==> src/rtl/hub75_pkg.sv <==
// Shared HUB75 panel constants and types.
// Used by both the receiver and the matrix driver.
package hub75_pkg;

  localparam int COLS      = 64;
  localparam int ROW_BITS  = 4;
  localparam int PIX_BITS  = 6;
  localparam int COL_BITS  = 6;
  localparam int ADDR_BITS = ROW_BITS + COL_BITS;
  localparam int CNT_BITS  = 7;
  localparam int LC_BITS   = 16;
  localparam int BUS_W     = 1 + ROW_BITS + PIX_BITS;

  localparam logic [CNT_BITS-1:0] CNT_FULL = 7'd64;
  localparam logic [CNT_BITS-1:0] CNT_MAX  = 7'd127;
  localparam logic [COL_BITS-1:0] COL_LAST = 6'd63;

  // hub_rgb bit positions
  localparam int RGB_R0 = 5;
  localparam int RGB_G0 = 4;
  localparam int RGB_B0 = 3;
  localparam int RGB_R1 = 2;
  localparam int RGB_G1 = 1;
  localparam int RGB_B1 = 0;

  typedef enum logic [1:0] {
    ST_IDLE,
    ST_DUMP,
    ST_DONE
  } dump_state_e;

endpackage

==> src/rtl/hub75_rx_if.sv <==
// Frame-memory write port: valid/ready with address and pixel pair.
// master = receiver, slave = frame memory.
interface hub75_rx_if;
  import hub75_pkg::*;

  logic                 wr_valid;
  logic                 wr_ready;
  logic [ADDR_BITS-1:0] wr_addr;
  logic [PIX_BITS-1:0]  wr_data;

  modport master (
    output wr_valid,
    output wr_addr,
    output wr_data,
    input  wr_ready
  );

  modport slave (
    input  wr_valid,
    input  wr_addr,
    input  wr_data,
    output wr_ready
  );

endinterface

==> src/rtl/hub75_edge_sync.sv <==
// Synchronizer plus one delay flop; rise marks a 0->1 edge that
// lines up with the delayed hub data bus.
module hub75_edge_sync #(
  parameter int STAGES = 2
) (
  input  logic clk,
  input  logic rst,
  input  logic din,
  output logic rise
);

  logic [STAGES-1:0] sync_q, sync_d;
  logic              dly_q, dly_d;

  always_comb begin
    sync_d = {sync_q[STAGES-2:0], din};
    dly_d  = sync_q[STAGES-1];
  end

  always_ff @(posedge clk or posedge rst) begin
    if (rst) begin
      sync_q <= '0;
      dly_q  <= 1'b0;
    end else begin
      sync_q <= sync_d;
      dly_q  <= dly_d;
    end
  end

  assign rise = sync_q[STAGES-1] & ~dly_q;

endmodule

==> src/rtl/hub75_rx.sv <==
// HUB75 line receiver: shifts panel data, snapshots it on latch and
// dumps the line column by column into frame memory.
module hub75_rx
  import hub75_pkg::*;
#(
  parameter int SYNC_STAGES = 2
) (
  input  logic                clk,
  input  logic                rst,
  input  logic                hub_clk,
  input  logic [PIX_BITS-1:0] hub_rgb,
  input  logic [ROW_BITS-1:0] hub_addr,
  input  logic                hub_lat,
  input  logic                hub_oe,
  hub75_rx_if.master          wr,
  output logic                line_done,
  output logic                len_err,
  output logic                overrun,
  output logic                lit,
  output logic [LC_BITS-1:0]  line_count
);

  logic clk_rise;
  logic lat_rise;

  logic [SYNC_STAGES:0][BUS_W-1:0] bus_q, bus_d;
  logic [BUS_W-1:0]                bus_s;
  logic [PIX_BITS-1:0]             rgb_s;
  logic [ROW_BITS-1:0]             addr_s;
  logic                            oe_s;

  logic [COLS-1:0][PIX_BITS-1:0] sr_q, sr_d;
  logic [COLS-1:0][PIX_BITS-1:0] dbuf_q, dbuf_d;
  logic [CNT_BITS-1:0]           cnt_q, cnt_d, cnt_inc;
  logic [ROW_BITS-1:0]           row_q, row_d;
  logic [COL_BITS-1:0]           col_q, col_d;
  logic [LC_BITS-1:0]            lc_q, lc_d;
  dump_state_e                   state_q, state_d;
  logic len_err_q, len_err_d;
  logic overrun_q, overrun_d;
  logic lit_q, lit_d;
  logic valid_c, done_c;

  hub75_edge_sync #(.STAGES(SYNC_STAGES)) u_clk_sync (
    .clk  (clk),
    .rst  (rst),
    .din  (hub_clk),
    .rise (clk_rise)
  );

  hub75_edge_sync #(.STAGES(SYNC_STAGES)) u_lat_sync (
    .clk  (clk),
    .rst  (rst),
    .din  (hub_lat),
    .rise (lat_rise)
  );

  // data bus gets one extra stage to match the edge detector delay
  assign bus_s  = bus_q[SYNC_STAGES];
  assign rgb_s  = bus_s[PIX_BITS-1:0];
  assign addr_s = bus_s[PIX_BITS +: ROW_BITS];
  assign oe_s   = bus_s[BUS_W-1];

  always_comb begin
    bus_d = {bus_q[SYNC_STAGES-1:0],
             {hub_oe, hub_addr, hub_rgb}};
    lit_d = ~oe_s;

    sr_d    = sr_q;
    cnt_inc = cnt_q;
    if (clk_rise) begin
      sr_d = {sr_q[COLS-2:0], rgb_s};
      if (cnt_q != CNT_MAX) cnt_inc = cnt_q + 1'b1;
    end
    cnt_d = cnt_inc;

    dbuf_d    = dbuf_q;
    row_d     = row_q;
    len_err_d = len_err_q;
    overrun_d = overrun_q;
    // a same-cycle shift is already folded into sr_d / cnt_inc
    if (lat_rise) begin
      cnt_d = '0;
      if (state_q == ST_IDLE) begin
        dbuf_d = sr_d;
        row_d  = addr_s;
        if (cnt_inc != CNT_FULL) len_err_d = 1'b1;
      end else begin
        overrun_d = 1'b1;
      end
    end

    state_d = state_q;
    col_d   = col_q;
    lc_d    = lc_q;
    valid_c = 1'b0;
    done_c  = 1'b0;
    case (state_q)
      ST_IDLE: begin
        if (lat_rise) begin
          state_d = ST_DUMP;
          col_d   = '0;
        end
      end
      ST_DUMP: begin
        valid_c = 1'b1;
        if (wr.wr_ready) begin
          col_d = col_q + 1'b1;
          if (col_q == COL_LAST) state_d = ST_DONE;
        end
      end
      ST_DONE: begin
        done_c  = 1'b1;
        lc_d    = lc_q + 1'b1;
        state_d = ST_IDLE;
      end
      default: state_d = ST_IDLE;
    endcase
  end

  always_ff @(posedge clk or posedge rst) begin
    if (rst) begin
      bus_q     <= '0;
      sr_q      <= '0;
      dbuf_q    <= '0;
      cnt_q     <= '0;
      row_q     <= '0;
      col_q     <= '0;
      lc_q      <= '0;
      state_q   <= ST_IDLE;
      len_err_q <= 1'b0;
      overrun_q <= 1'b0;
      lit_q     <= 1'b0;
    end else begin
      bus_q     <= bus_d;
      sr_q      <= sr_d;
      dbuf_q    <= dbuf_d;
      cnt_q     <= cnt_d;
      row_q     <= row_d;
      col_q     <= col_d;
      lc_q      <= lc_d;
      state_q   <= state_d;
      len_err_q <= len_err_d;
      overrun_q <= overrun_d;
      lit_q     <= lit_d;
    end
  end

  assign wr.wr_valid = valid_c;
  assign wr.wr_addr  = {row_q, col_q};
  assign wr.wr_data  = dbuf_q[col_q];
  assign line_done   = done_c;
  assign len_err     = len_err_q;
  assign overrun     = overrun_q;
  assign lit         = lit_q;
  assign line_count  = lc_q;

endmodule

==> src/flat_wrapper.sv <==
// flat-port wrapper written by rule: the top's interface ports become plain ports
module hub75_rx_flat import hub75_pkg::*;
#(
  parameter int SYNC_STAGES = 2
)
  (clk, rst, hub_clk, hub_rgb, hub_addr, hub_lat, hub_oe, line_done, len_err, overrun, lit, line_count, wr_wr_valid, wr_wr_addr, wr_wr_data, wr_wr_ready);
  hub75_rx_if wr_i ();
  input  logic clk;
  input  logic rst;
  input  logic hub_clk;
  input  logic [PIX_BITS-1:0] hub_rgb;
  input  logic [ROW_BITS-1:0] hub_addr;
  input  logic hub_lat;
  input  logic hub_oe;
  output logic line_done;
  output logic len_err;
  output logic overrun;
  output logic lit;
  output logic [LC_BITS-1:0] line_count;
  output wire logic [$bits(wr_i.wr_valid)-1:0] wr_wr_valid;
  output wire logic [$bits(wr_i.wr_addr)-1:0] wr_wr_addr;
  output wire logic [$bits(wr_i.wr_data)-1:0] wr_wr_data;
  input wire logic [$bits(wr_i.wr_ready)-1:0] wr_wr_ready;
  assign wr_wr_valid = wr_i.wr_valid;
  assign wr_wr_addr = wr_i.wr_addr;
  assign wr_wr_data = wr_i.wr_data;
  assign wr_i.wr_ready = wr_wr_ready;
  hub75_rx #(.SYNC_STAGES(SYNC_STAGES)) u_core (.clk(clk), .rst(rst), .hub_clk(hub_clk), .hub_rgb(hub_rgb), .hub_addr(hub_addr), .hub_lat(hub_lat), .hub_oe(hub_oe), .wr(wr_i), .line_done(line_done), .len_err(len_err), .overrun(overrun), .lit(lit), .line_count(line_count));
endmodule
==> config.mk <==
export PLATFORM = sky130hd
export DESIGN_NAME = hub75_rx_flat
export DESIGN_NICKNAME = d
export VERILOG_FILES = /design/src/rtl/hub75_pkg.sv /design/src/rtl/hub75_rx_if.sv /design/src/rtl/hub75_edge_sync.sv /design/src/rtl/hub75_rx.sv /design/src/flat_wrapper.sv
export SDC_FILE = /design/constraint.sdc
export NUM_CORES = 2
export LEC_CHECK = 0
export CAP_MARGIN = 30
export CORE_AREA = 2 2 248 311
export DETAILED_ROUTE_END_ITERATION = 16
export DIE_AREA = 0 0 250 313
export PLACE_DENSITY = 0.61
export REMOVE_ABC_BUFFERS = 1
export SETUP_SLACK_MARGIN = 0.2
export SLEW_MARGIN = 20
export SYNTH_ARGS = -nofsm -noshare
export SYNTH_HDL_FRONTEND = slang
export SYNTH_HIERARCHICAL = 1
export SYNTH_SLANG_ARGS = --single-unit
==> constraint.sdc <==
create_clock -name clk -period 42.7 [get_ports clk]
set_clock_uncertainty 0.15 [all_clocks]
set_input_delay 8.54 -clock clk [delete_from_list [all_inputs] [get_ports clk]]
set_output_delay 8.54 -clock clk [all_outputs]
set_load 0.05 [all_outputs]
==> results.md <==
- Critical setup path kind: flop to primary output
- Starting Density: 0.454
- Total GRT Usage: 0.172
- Slowest CP cell: dfrtp_4
- Psw: 558 µW
- Largest cells by area after synthesis: dfrtp_1 62%, mux2_2 26%, mux4_2 4.5%
- Drt total wl: 65000 µm
- Synth unique cells: 45
- Total gr overflow: 0
- Syn_area_per_cell: 16.2 µm²
- Initial drt markers: 1018
- CTS Root Cell: clkbuf_16
- Die ar.: 78300 µm²
- Place WS: 28.83 ns
- Initial antenna violation count: 0
- Max Fclk: about 70 MHz
- Net count, final: 2190
- TritonCTS buffer count: 83
- Final Hold Vio Count: 0
- Comb power frac: 0.163
- Min Tclk post-route: 14.35 ns
- Hpwl dp: 39900 µm
- Share of layout cells above drive strength 1: 0.461
- Crit path launch type: flop
- Clock transition at path regs: 0.06 ns
- Die Span X: 250 µm
- Worst VDD drop: about 0.028 mV
- Ports: 53
- Most frequent CP cell: buf_4
- Sw frac: 0.279
- Vias per Instance: 5.44
- Worst Path Required: 34.01 ns
- GPL Wtd Cong: 0.737
- RSZ-0062 raised after global routing: no
- Slew margin rel.: 0.330
- Fill cell count: approximately 6300
- Post-route setup TNS: 0 ns
- Status: completed
- Synth-to-Final Area Change: 12.9%
- CP Cell Sequence: buf_4 -> buf_4 -> mux4_2 -> a2111oi_0 -> a21oi_1 -> a22o_1 -> clkdlybuf4s50_1
- Post-synth ARST share: 1.00
- Crit share post-route: 0.336
- Port bufs: 52
- Clock share of power: 0.367
- Register area share after synthesis: 0.617
- Worst-skew pair later-pin latency: about 0.64 ns
- Clk sink count: 845
- Yosys warning count: 6
- Number of flops mapped to enable cells by yosys: 0
- Vias: about 17000
- Synthesized area: ~34000 µm²
- Flop pwr share: 0.470
- CTS hold repair buffers: 0
- Primary FF master, synth: dfrtp_1
- Worst min-delay path class: flop to flop
- Number of global-route vias before repair: 19400
- CTS tree: done
- Clock buffer depth: 3
- Antenna Nets Post-Route: 0
- Crit path capture type: primary output
- Setup-failing EPs final: 0
- Tightest Pin Transition: 1.00 ns
- Post-CTS resize count: 0
- Dominant cell type by area after synthesis: dfrtp_1
- Max_cap viols: 0
- Global-route wire length before repair: ~110000 µm
- First-pass DRT Iterations: 6
- Mapped Cells: 2119
- Largest net degree at the start of global routing: 178
- Static Leakage: 18.5 nW
- Crit path buf inv count: 3
- Routed WL per cell: 20.2 µm
- Max-slew violation count: 0
- Row cnt: 113
- Max incr delay on CP: 0.95 ns
- Core area: between 70000 and 80000 µm²
- CP top delay family: buffers and inverters
- Critical Path Fanout Max: 48
- Synth top area share: 0.617
- Final WS setup: 28.35 ns
- H-tree Lvls: 3
- Die Y: 313 µm
- Synthesized flop and latch total: 845
- Int Pwr: 1.44 mW
- P per Cell Area: 51.7 nW/µm²
- Post-CTS Setup Inserts: 0
- Drt drc: 0
- CP arrival: around 5.7 ns
[cell families (layout without fill, tap and decap cells)]
kind of cell | count (synthesis) | after routing | synth area share
AOI/OAI and AO/OA | 68 | 68 | 0.0139
xor gates and xnor gates | 22 | 22 | 0.00562
adders and majority gates | 3 | 3 | 0.00110
buffers and inverters | 131 | 250 | 0.0193
DFF | 845 | 845 | 0.617
muxes | 900 | 900 | 0.321
other | 0 | 1 | 0
and+or+nand+nor | 150 | 150 | 0.0224
[flip-flops by register name (all words and copies together) (netlist names)]
register	count
u_core/overrun	1
u_core/bus_s	11
u_core/col_q	6
u_core/bus_d	22
u_core/u_lat_sync/sync_q	2
u_core/row_q	4
u_core/u_clk_sync/dly_q	1
u_core/u_clk_sync/sync_q	2
u_core/sr_q	384
u_core/len_err	1
u_core/cnt_q	7
u_core/lit	1
u_core/dbuf_q	384
u_core/state_q	2
u_core/line_count	16
u_core/u_lat_sync/dly_q	1
[worst paths after layout]
check | from | to | slack [ns] | cells past startpoint
max | u_core/col_q[0] | wr_wr_data[2] | 28.35 | 7
min | u_core/bus_d[25] | u_core/bus_s[3] | 0.19 | 0
max reg2reg | u_core/u_clk_sync/dly_q | u_core/dbuf_q[253] | 38.27 | 7
min reg2reg | u_core/bus_d[25] | u_core/bus_s[3] | 0.19 | 0
max in group asynchronous | rst | u_core/dbuf_q[361] | 30.92 | 7
min in group asynchronous | rst | u_core/u_clk_sync/sync_q[0] | 8.10 | 2
[routing by layer]
metal  track usage  wire length (µm)
met1         0.221             28000
met2         0.301             33700
met3        0.0264              1810
met4        0.0558              1490
met5             0                 0
[power by group through the flow]
stage	Sequential, mW	Clock [mW]	Combinational, mW
final	0.940	0.734	0.327
after global routing	0.951	0.794	0.353
after CTS	0.942	0.760	0.333
after detailed placement	0.956	0	0.332
after global placement	0.953	0	0.325
after floorplan	0.958	0	0.222
[worst register-to-register path: stages (launching register included)]
cell     delay [ns]
dfrtp_1        0.39
nor2b_4        0.55
buf_4          0.83
buf_4          0.75
buf_4          0.62
buf_16         0.31
mux2_2         0.44
mux2_2         0.27
[Yosys cell counts (all sizes together) (2+ instances only)]
cell     number
dfrtp       845
xor2         11
mux4         78
nand2b       13
a2111oi       4
nand4        15
a21oi        13
nand2        34
a221oi        6
ha            3
a22o          5
xnor2        11
and3b         2
clkbuf       38
a22oi         6
or3           4
and4          2
o221ai        4
a221o         4
mux2i        44
nor3b         3
nor2         30
inv           6
o22ai         2
nor3         15
buf          87
o21ai        17
a211oi        4
mux2        778
nor2b        11
nand3        17
and3          2
[through the flow]
step	hold WS [ns]	instance area, µm²	instances	util	power, mW
after detailed placement	0.185	35800	3057	0.474	1.29
after global placement	0.182	35600	3051	0.472	1.28
after floorplan	0.181	33600	1994	-	1.18
after global routing	0.203	38700	3215	0.513	2.10
final	0.194	38700	3216	0.513	2.00
after CTS	0.197	38600	3209	0.511	2.03
[cells in the final DEF (no fill, tap or decap), drive strengths merged, types with 2 or more instances in the layout]
cell	instances
clkbuf	117
nand2	34
buf	40
nor3b	3
inv	12
a22oi	6
and3b	2
clkdlybuf4s50	52
a211oi	4
mux4	78
bufinv	5
ha	3
and3	2
clkinv	19
o221ai	4
dfrtp	845
clkinvlp	5
or3	4
o21ai	17
nand4	15
a221o	4
nand3	17
nand2b	13
a2111oi	4
nor3	15
o22ai	2
a21oi	13
nor2b	11
a221oi	6
xor2	11
mux2	778
xnor2	11
and4	2
mux2i	44
a22o	5
nor2	30
[layout make-up]
cell class	count	area (µm²)	share of cell area
multi-input combinational	1143	12500	0.322
tap	977	1220	0.0316
clock buffer	117	2370	0.0613
antenna	1	2.50	0.0000646
timing repair buffer	92	1050	0.0271
sequential	845	21200	0.546
clock inverter	35	402	0.0104
inverter	6	30.0	0.000776
Power figures use the tool's default switching activity.
